==> config.mk <==
export PLATFORM = sky130hd
export DESIGN_NAME = mux_2x1_4x1
export DESIGN_NICKNAME = d
export VERILOG_FILES = /design/src/rtl/mux_2x1_4x1_pkg.sv /design/src/rtl/mux_2x1_4x1_core_n.sv /design/src/rtl/mux_2x1_4x1.sv
export SDC_FILE = /design/constraint.sdc
export NUM_CORES = 1
export LEC_CHECK = 0
export CAP_MARGIN = 10
export CORE_ASPECT_RATIO = 0.6
export CORE_UTILIZATION = 32
export DETAILED_ROUTE_END_ITERATION = 8
export HOLD_SLACK_MARGIN = 0.05
export PLACE_DENSITY = 0.77
export SETUP_SLACK_MARGIN = 0.02
export SLEW_MARGIN = 20
export SYNTH_ARGS = -nofsm -noshare
export SYNTH_HDL_FRONTEND = slang
export SYNTH_SLANG_ARGS = --single-unit
==> constraint.sdc <==
create_clock -name clk -period 0.8 [get_ports clk]
set_input_delay 0.08 -clock clk [delete_from_list [all_inputs] [get_ports clk]]
set_output_delay 0.08 -clock clk [all_outputs]
set_load 0.02 [all_outputs]
==> src/rtl/mux_2x1_4x1_pkg.sv <==
// Shared constants and select encoding for the registered 2:1 / 4:1 operand selector.
package mux_2x1_4x1_pkg;

    localparam int DEFAULT_WIDTH = 48;

    typedef enum logic [1:0] {
        SEL_IN0 = 2'd0,
        SEL_IN1 = 2'd1,
        SEL_IN2 = 2'd2,
        SEL_IN3 = 2'd3
    } sel4_e;

endpackage : mux_2x1_4x1_pkg

==> src/rtl/mux_2x1_4x1_core_n.sv <==
// Purely combinational N-way selector; an undefined or out-of-range select yields all zeros.
module mux_core_n #(
    parameter int WIDTH = 48,
    parameter int N     = 4,
    parameter int SEL_W = (N > 1) ? $clog2(N) : 1
) (
    input  logic [0:N-1][0:WIDTH-1] data,
    input  logic [0:SEL_W-1]        sel,
    output logic [0:WIDTH-1]        dout
);

    // An X/Z select never compares equal, so the zero default keeps X out of the datapath.
    always_comb begin
        dout = '0;
        for (int i = 0; i < N; i++) begin
            if (sel == SEL_W'(i)) begin
                dout = data[i];
            end
        end
    end

endmodule : mux_core_n

==> src/rtl/mux_2x1_4x1.sv <==
// Registered 2:1 and 4:1 selectors over shared operands; one-cycle latency, sync active-low reset.
module mux_2x1_4x1
    import mux_2x1_4x1_pkg::*;
#(
    parameter int WIDTH = DEFAULT_WIDTH
) (
    input  logic             clk,
    input  logic             rst_n,
    input  logic [0:WIDTH-1] in0,
    input  logic [0:WIDTH-1] in1,
    input  logic [0:WIDTH-1] in2,
    input  logic [0:WIDTH-1] in3,
    input  logic             select_2x1,
    input  logic [0:1]       select_4x1,
    output logic [0:WIDTH-1] out2,
    output logic [0:WIDTH-1] out4
);

    logic [0:WIDTH-1] mux2_p0;
    logic [0:WIDTH-1] mux4_p0;

    // Stage p0: combinational selection on the operands presented this cycle
    mux_core_n #(
        .WIDTH (WIDTH),
        .N     (2),
        .SEL_W (1)
    ) u_mux2 (
        .data ({in0, in1}),
        .sel  (select_2x1),
        .dout (mux2_p0)
    );

    mux_core_n #(
        .WIDTH (WIDTH),
        .N     (4),
        .SEL_W (2)
    ) u_mux4 (
        .data ({in0, in1, in2, in3}),
        .sel  (select_4x1),
        .dout (mux4_p0)
    );

    // Stage p1: output registers
    always_ff @(posedge clk) begin
        if (!rst_n) begin
            out2 <= '0;
            out4 <= '0;
        end else begin
            out2 <= mux2_p0;
            out4 <= mux4_p0;
        end
    end

endmodule : mux_2x1_4x1

==> results of run 1 <==
-- cell usage after synthesis --
master / number / area (um^2)
mux2i_1: 144 / 1440
buf_12: 7 / 140
buf_4: 6 / 45.0
clkbuf_1: 9 / 33.8
clkbuf_4: 4 / 30.0
buf_6: 2 / 22.5
dfxtp_1: 96 / 1920
nor2b_1: 48 / 300
nand2_1: 1 / 3.75
o22ai_1: 48 / 300
nand2b_1: 1 / 6.26
buf_2: 4 / 20.0
-- power groups by stage --
| stage | registers, W | logic (W) | clock network (W) |
|---|---|---|---|
| 6_report | 0.00539 | 0.00359 | 0.00421 |
| 5_1_grt | 0.00542 | 0.00378 | 0.00455 |
| 4_1_cts | 0.00539 | 0.00362 | 0.00434 |
| 3_5_place_dp | 0.00535 | 0.00347 | 0 |
| 3_3_place_gp | 0.00535 | 0.00341 | 0 |
| 2_1_floorplan | 0.00580 | 0.00101 | 0 |
-- state kept, by name (all words and copies together) (netlist names) --
register,count
out2,48
out4,48
-- how the worst min path moves through the flow --
stage	cells after the start	to	start	slack (ps)
CTS	4	out2[43]	select_2x1	290
floorplan	2	out2[0]	in0[0]	250
finish	4	out4[42]	select_4x1[1]	290
detailed placement	1	out4[29]	out4[29]	520
global placement	1	out4[29]	out4[29]	510
global route	4	out2[31]	select_2x1	300
-- kinds of logic (layout without fill, tap and decap cells) --
kind of cell / Yosys count / after routing / synth area share (%)
buf+inv: 32 / 327 / 6.83
flops: 96 / 96 / 45.1
compound gates: 48 / 48 / 7.04
mux: 144 / 144 / 33.8
simple gates: 50 / 50 / 7.27
-- final cells by class --
| class | count | area (um^2) |
|---|---|---|
| clock buffers | 10 | 229 |
| flip-flops and latches | 96 | 2040 |
| fillers | 1078 | 4940 |
| multi-input cells | 242 | 2070 |
| well taps | 170 | 213 |
| clock inverters | 5 | 58.8 |
| repair buffers | 312 | 3380 |
-- metal layers --
layer	share of wire [%]	routed length [um]
met5	0	0
met3	8.8	1310
met1	38	5640
met2	51	7650
met4	1.8	267
-- stage by stage --
| step | util (%) | setup TNS [ps] | instances | power [W] | setup slack, ps |
|---|---|---|---|---|---|
| after floorplan | - | -411 | 370 | 0.00681 | -14.9 |
| final | 61.8 | -5600 | 835 | 0.0132 | -92.6 |
| after detailed placement | 57.1 | -53390 | 817 | 0.00883 | -455 |
| after global placement | 57.1 | -51110 | 817 | 0.00876 | -386 |
| after CTS | 61.8 | -6970 | 835 | 0.0134 | -100 |
| after global routing | 61.8 | -8800 | 835 | 0.0137 | -121 |
-- what timing repair did --
action,4_1_cts,5_1_grt
cloned,2,0
endpoints found under the hold margin,0,0
resized for setup,671,0
setup endpoints to repair,179,96
buffers inserted,1,0
-- cells in the final DEF (no fill, tap or decap) --
| master | instances |
|---|---|
| buf_4 | 7 |
| nand2_2 | 1 |
| clkinvlp_4 | 2 |
| o22ai_1 | 47 |
| bufbuf_16 | 2 |
| clkinv_4 | 1 |
| buf_12 | 12 |
| mux2i_1 | 144 |
| clkbuf_16 | 9 |
| dfxtp_2 | 96 |
| clkbuf_1 | 1 |
| clkdlybuf4s50_1 | 192 |
| buf_6 | 96 |
| buf_2 | 1 |
| o22ai_2 | 1 |
| nand2b_4 | 1 |
| nor2b_1 | 48 |
| dlygate4sd2_1 | 2 |
| bufinv_16 | 1 |
| clkinv_2 | 1 |
==> results.sh, run 1 <==
export IMPL_layout_setup_ws_ps=-92.6
export IMPL_drv_slew=0
export IMPL_crit_required_ps=720
export IMPL_grt_max_degree=36
export IMPL_p_seq_share_pct=40.9
export IMPL_outcome="finished with violations"
export IMPL_drive_gt1_share_pct=34.7
export IMPL_crit_slowest_cell="dfxtp_2"
export IMPL_die_h_um=91.4
export IMPL_cts_tree="done"
export IMPL_hold_path_class="input pin to flip-flop"
export IMPL_fin_nets=858
export IMPL_yosys_register_bits=96
export IMPL_design_core_area_um2=12900
export IMPL_p_per_area_nw_per_um2=1650
export IMPL_cts_buffer_depth=2
export IMPL_slew_headroom_pct=79.7
export IMPL_grt_busiest_layer="met2"
export IMPL_via_count=4016
export IMPL_cp_num_buf_inv=1
export IMPL_syn_nets=567
export IMPL_violations="negative setup slack"
export IMPL_grtUsageMet3_pct=7.74
export IMPL_p_leak_nw=3.54
export IMPL_final_area_um2=7990
export IMPL_routed_via_density=4.81
export IMPL_grtUsageMet2_pct=38.9
export IMPL_crit_end="out2[28]"
export IMPL_postCtsHoldBufs=0
export IMPL_die_area_um2=13800
export IMPL_die_width_um=151
export IMPL_wl_per_cell_um=17.8
export IMPL_crit_arrival_ps=810
export IMPL_num_rows=32
export IMPL_setup_viol=96
export IMPL_antenna_found_initial=0
export IMPL_diodes=0
export IMPL_cp_depth=1
export IMPL_fmax_ghz=1.12
export IMPL_crit_start="out2[28]"
export IMPL_synth_seq_area_share_pct=45.1
export IMPL_numCtsBuffers=9
export IMPL_vdd_drop_max_v=0.000878
export IMPL_ys_warn_count=0
export IMPL_crit_fanout=1
export IMPL_critPathTopFamily="flip-flops"
export IMPL_end_kind="primary output"
export IMPL_ys_types=12
export IMPL_ioPinCount=293
export IMPL_grt_ovfl_total=0
export IMPL_worstMarginPinSlew_ps=296
export IMPL_route_detailed_drc=0
export IMPL_initial_utilization_pct=33.0
export IMPL_rsz0062_at_grt="true"
export IMPL_syn_avg_cell_area_um2=11.5
export IMPL_placedInstanceArea_um2=7380
export IMPL_switching_share_pct=26.0
export IMPL_min_period_ps=893
export IMPL_maxCapViolations=0
export IMPL_hold_violations=0
export IMPL_wl_um=14900
export IMPL_track_usage_pct=21.0
export IMPL_first_pass_iters=4
export IMPL_drt_iter0_markers=93
export IMPL_syn_area_um2=4270
export IMPL_clock_power_share_pct=31.9
export IMPL_crit_chain="buf_6"
export IMPL_h_tree_depth=3
export IMPL_cp_start_kind="flip-flop"
export IMPL_whs_ps=293
export IMPL_gp_congestion=0.836
export IMPL_numClockSinks=96
export IMPL_use_met1_pct=22.0
export IMPL_area_growth_pct=87.4
export IMPL_timing_final_crit_share_pct=112
export IMPL_syn_inst=370
export IMPL_path_class="flip-flop to primary output"
export IMPL_p_int_w=0.00976
export IMPL_net_switching_power_w=0.00343
export IMPL_dp_hpwl_um=11200
export IMPL_drtAntennaViolNets=0
export IMPL_grt_pass1_wl_um=21700
export IMPL_cts_root_buf="clkbuf_16"
export IMPL_comb_power_share_pct=27.2
export IMPL_portBuffers=292
export IMPL_grt_pass1_vias=4146
export IMPL_clkTransAtPathRegs_ps=70
export IMPL_max_stage_delay_ps=350
Note: power is estimated with default switching activity, not from simulation.
==> run 2, diff against run 1 <==
--- a/config.mk
+++ b/config.mk
@@ -9,6 +9,7 @@
 export CORE_ASPECT_RATIO = 0.6
 export CORE_UTILIZATION = 32
 export DETAILED_ROUTE_END_ITERATION = 8
+export GPL_TIMING_DRIVEN = 1
 export HOLD_SLACK_MARGIN = 0.05
 export PLACE_DENSITY = 0.77
 export SETUP_SLACK_MARGIN = 0.02
@@ -16,3 +17,4 @@
 export SYNTH_ARGS = -nofsm -noshare
 export SYNTH_HDL_FRONTEND = slang
 export SYNTH_SLANG_ARGS = --single-unit
+export TNS_END_PERCENT = 50
==> run 2 against run 1 <==
Compared with the run above: the flow still finishes with violations (negative setup slack); cell count increased by 0.72%; count of clock-buffer cells in the layout increased by 2; worst hold slack got worse by 46 ps; non-clock buffer count increased by 5; first-iteration DRC count increased by 35%; routed wire length decreased by 2.0%; power increased by 3.4%; via count decreased by 0.30%; sequential power about the same; fmax increased by 2.8%.
==> results.sh, run 2 (synthesis gave the netlist of run 1 again) <==
export IMPL_initial_utilization_pct=33.0
export IMPL_end_kind="primary output"
export IMPL_track_usage_pct=20.1
export IMPL_path_class="flip-flop to primary output"
export IMPL_route_detailed_drc=0
export IMPL_finish_cell_count_without_fillers=841
export IMPL_via_count=4004
export IMPL_wl_per_cell_um=17.3
export IMPL_die_h_um=91.4
export IMPL_grt_pass1_vias=4209
export IMPL_numCtsBuffers=9
export IMPL_hp_start="select_4x1[1]"
export IMPL_drtAntennaViolNets=0
export IMPL_die_width_um=151
export IMPL_routed_via_density=4.76
export IMPL_p_per_area_nw_per_um2=1690
export IMPL_worstHoldEndpoint="out4[12]"
export IMPL_h_tree_depth=3
export IMPL_placedInstanceArea_um2=7450
export IMPL_portBuffers=292
export IMPL_maxCapViolations=0
export IMPL_p_leak_nw=3.60
export IMPL_grt_pass1_wl_um=21200
export IMPL_setup_viol=96
export IMPL_drt_iter0_markers=126
export IMPL_vdd_drop_max_v=0.000973
export IMPL_cp_num_buf_inv=1
export IMPL_cts_tree="done"
export IMPL_fin_nets=863
export IMPL_num_rows=32
export IMPL_layout_common_cells="clkdlybuf4s50_1 (192), mux2i_1 (144), dfxtp_2 (96), buf_6 (96), nor2b_1 (48)"
export IMPL_dp_cells=823
export IMPL_numClockSinks=96
export IMPL_layout_setup_ws_ps=-68.0
export IMPL_layout_commonest_cell="clkdlybuf4s50_1"
export IMPL_antenna_found_initial=0
export IMPL_timing_final_crit_share_pct=108
export IMPL_cp_start_kind="flip-flop"
export IMPL_crit_slowest_cell="dfxtp_2"
export IMPL_max_stage_delay_ps=320
export IMPL_crit_required_ps=720
export IMPL_slew_headroom_pct=84.2
export IMPL_crit_arrival_ps=790
export IMPL_gp_congestion=0.812
export IMPL_final_area_um2=8090
export IMPL_ioPinCount=293
export IMPL_top_regs="out2 (48), out4 (48)"
export IMPL_hold_violations=0
export IMPL_drive_gt1_share_pct=35.2
export IMPL_cts_buffer_depth=2
export IMPL_clkTransAtPathRegs_ps=70
export IMPL_first_pass_iters=4
export IMPL_dp_hpwl_um=11000
export IMPL_crit_fanout=1
export IMPL_grt_ovfl_total=0
export IMPL_worstMarginPinSlew_ps=231
export IMPL_place_ws_ps=-424
export IMPL_die_area_um2=13800
export IMPL_area_growth_pct=89.6
export IMPL_p_total_w=0.0136
export IMPL_fmax_ghz=1.15
export IMPL_whs_ps=247
export IMPL_wl_um=14600
export IMPL_hold_path_class="input pin to flip-flop"
export IMPL_whs_path_depth=4
export IMPL_cts_root_buf="clkbuf_16"
export IMPL_violations="negative setup slack"
export IMPL_outcome="finished with violations"
export IMPL_grt_max_degree=34
export IMPL_crit_chain="buf_6"
export IMPL_rsz0062_at_grt="true"
export IMPL_design_core_area_um2=12900
export IMPL_critPathTopFamily="flip-flops"
export IMPL_diodes=0
export IMPL_min_period_ps=868
export IMPL_drv_slew=0
## run 2: per-layer routing
metal  global-route usage, %  up-vias  routed length, um
li1                        -     1932                  -
met5                       0        -                  0
met1                    22.1     1899               5930
met4                    6.17        0                228
met2                    36.7      157               7280
met3                    6.18       16               1130
## run 2: how the worst max path moves through the flow
stage                     endpoint  slack, ps     startpoint  depth (start not counted)
after floorplan           out4[22]        -10  select_4x1[1]                          5
after global placement    out4[47]       -380  select_4x1[0]                          4
after detailed placement   out4[3]       -420          rst_n                          4
after CTS                 out4[25]        -80       out4[25]                          1
after global routing      out4[44]       -100       out4[44]                          1
final                     out4[25]        -70       out4[25]                          1
## run 2: area by class of cell
class / count / area, um^2
multi-input cells: 242 / 2070
repair buffers: 317 / 3440
flip-flops and latches: 96 / 2040
well taps: 170 / 213
fillers: 1059 / 4850
clock buffers: 12 / 246
clock inverters: 4 / 77.6
## run 2: timing repair
action | CTS | global route
gates resized for setup | 663 | 4
buffers inserted | 0 | 0
gates cloned | 0 | 2
hold buffers | 0 | 0
setup endpoints to repair | 190 | 192
## run 2: stage by stage
| step | setup TNS [ps] | util, % |
|---|---|---|
| detailed placement | -53090 | 57.6 |
| finish | -5130 | 62.5 |
| global route | -7870 | 62.5 |
| floorplan | -411 | - |
| global placement | -50670 | 57.6 |
| CTS | -8900 | 62.0 |
## run 2: power by group
group          switching (W)  internal (W)
clock                0.00181       0.00284
sequential          0.000173       0.00521
combinational        0.00144       0.00216
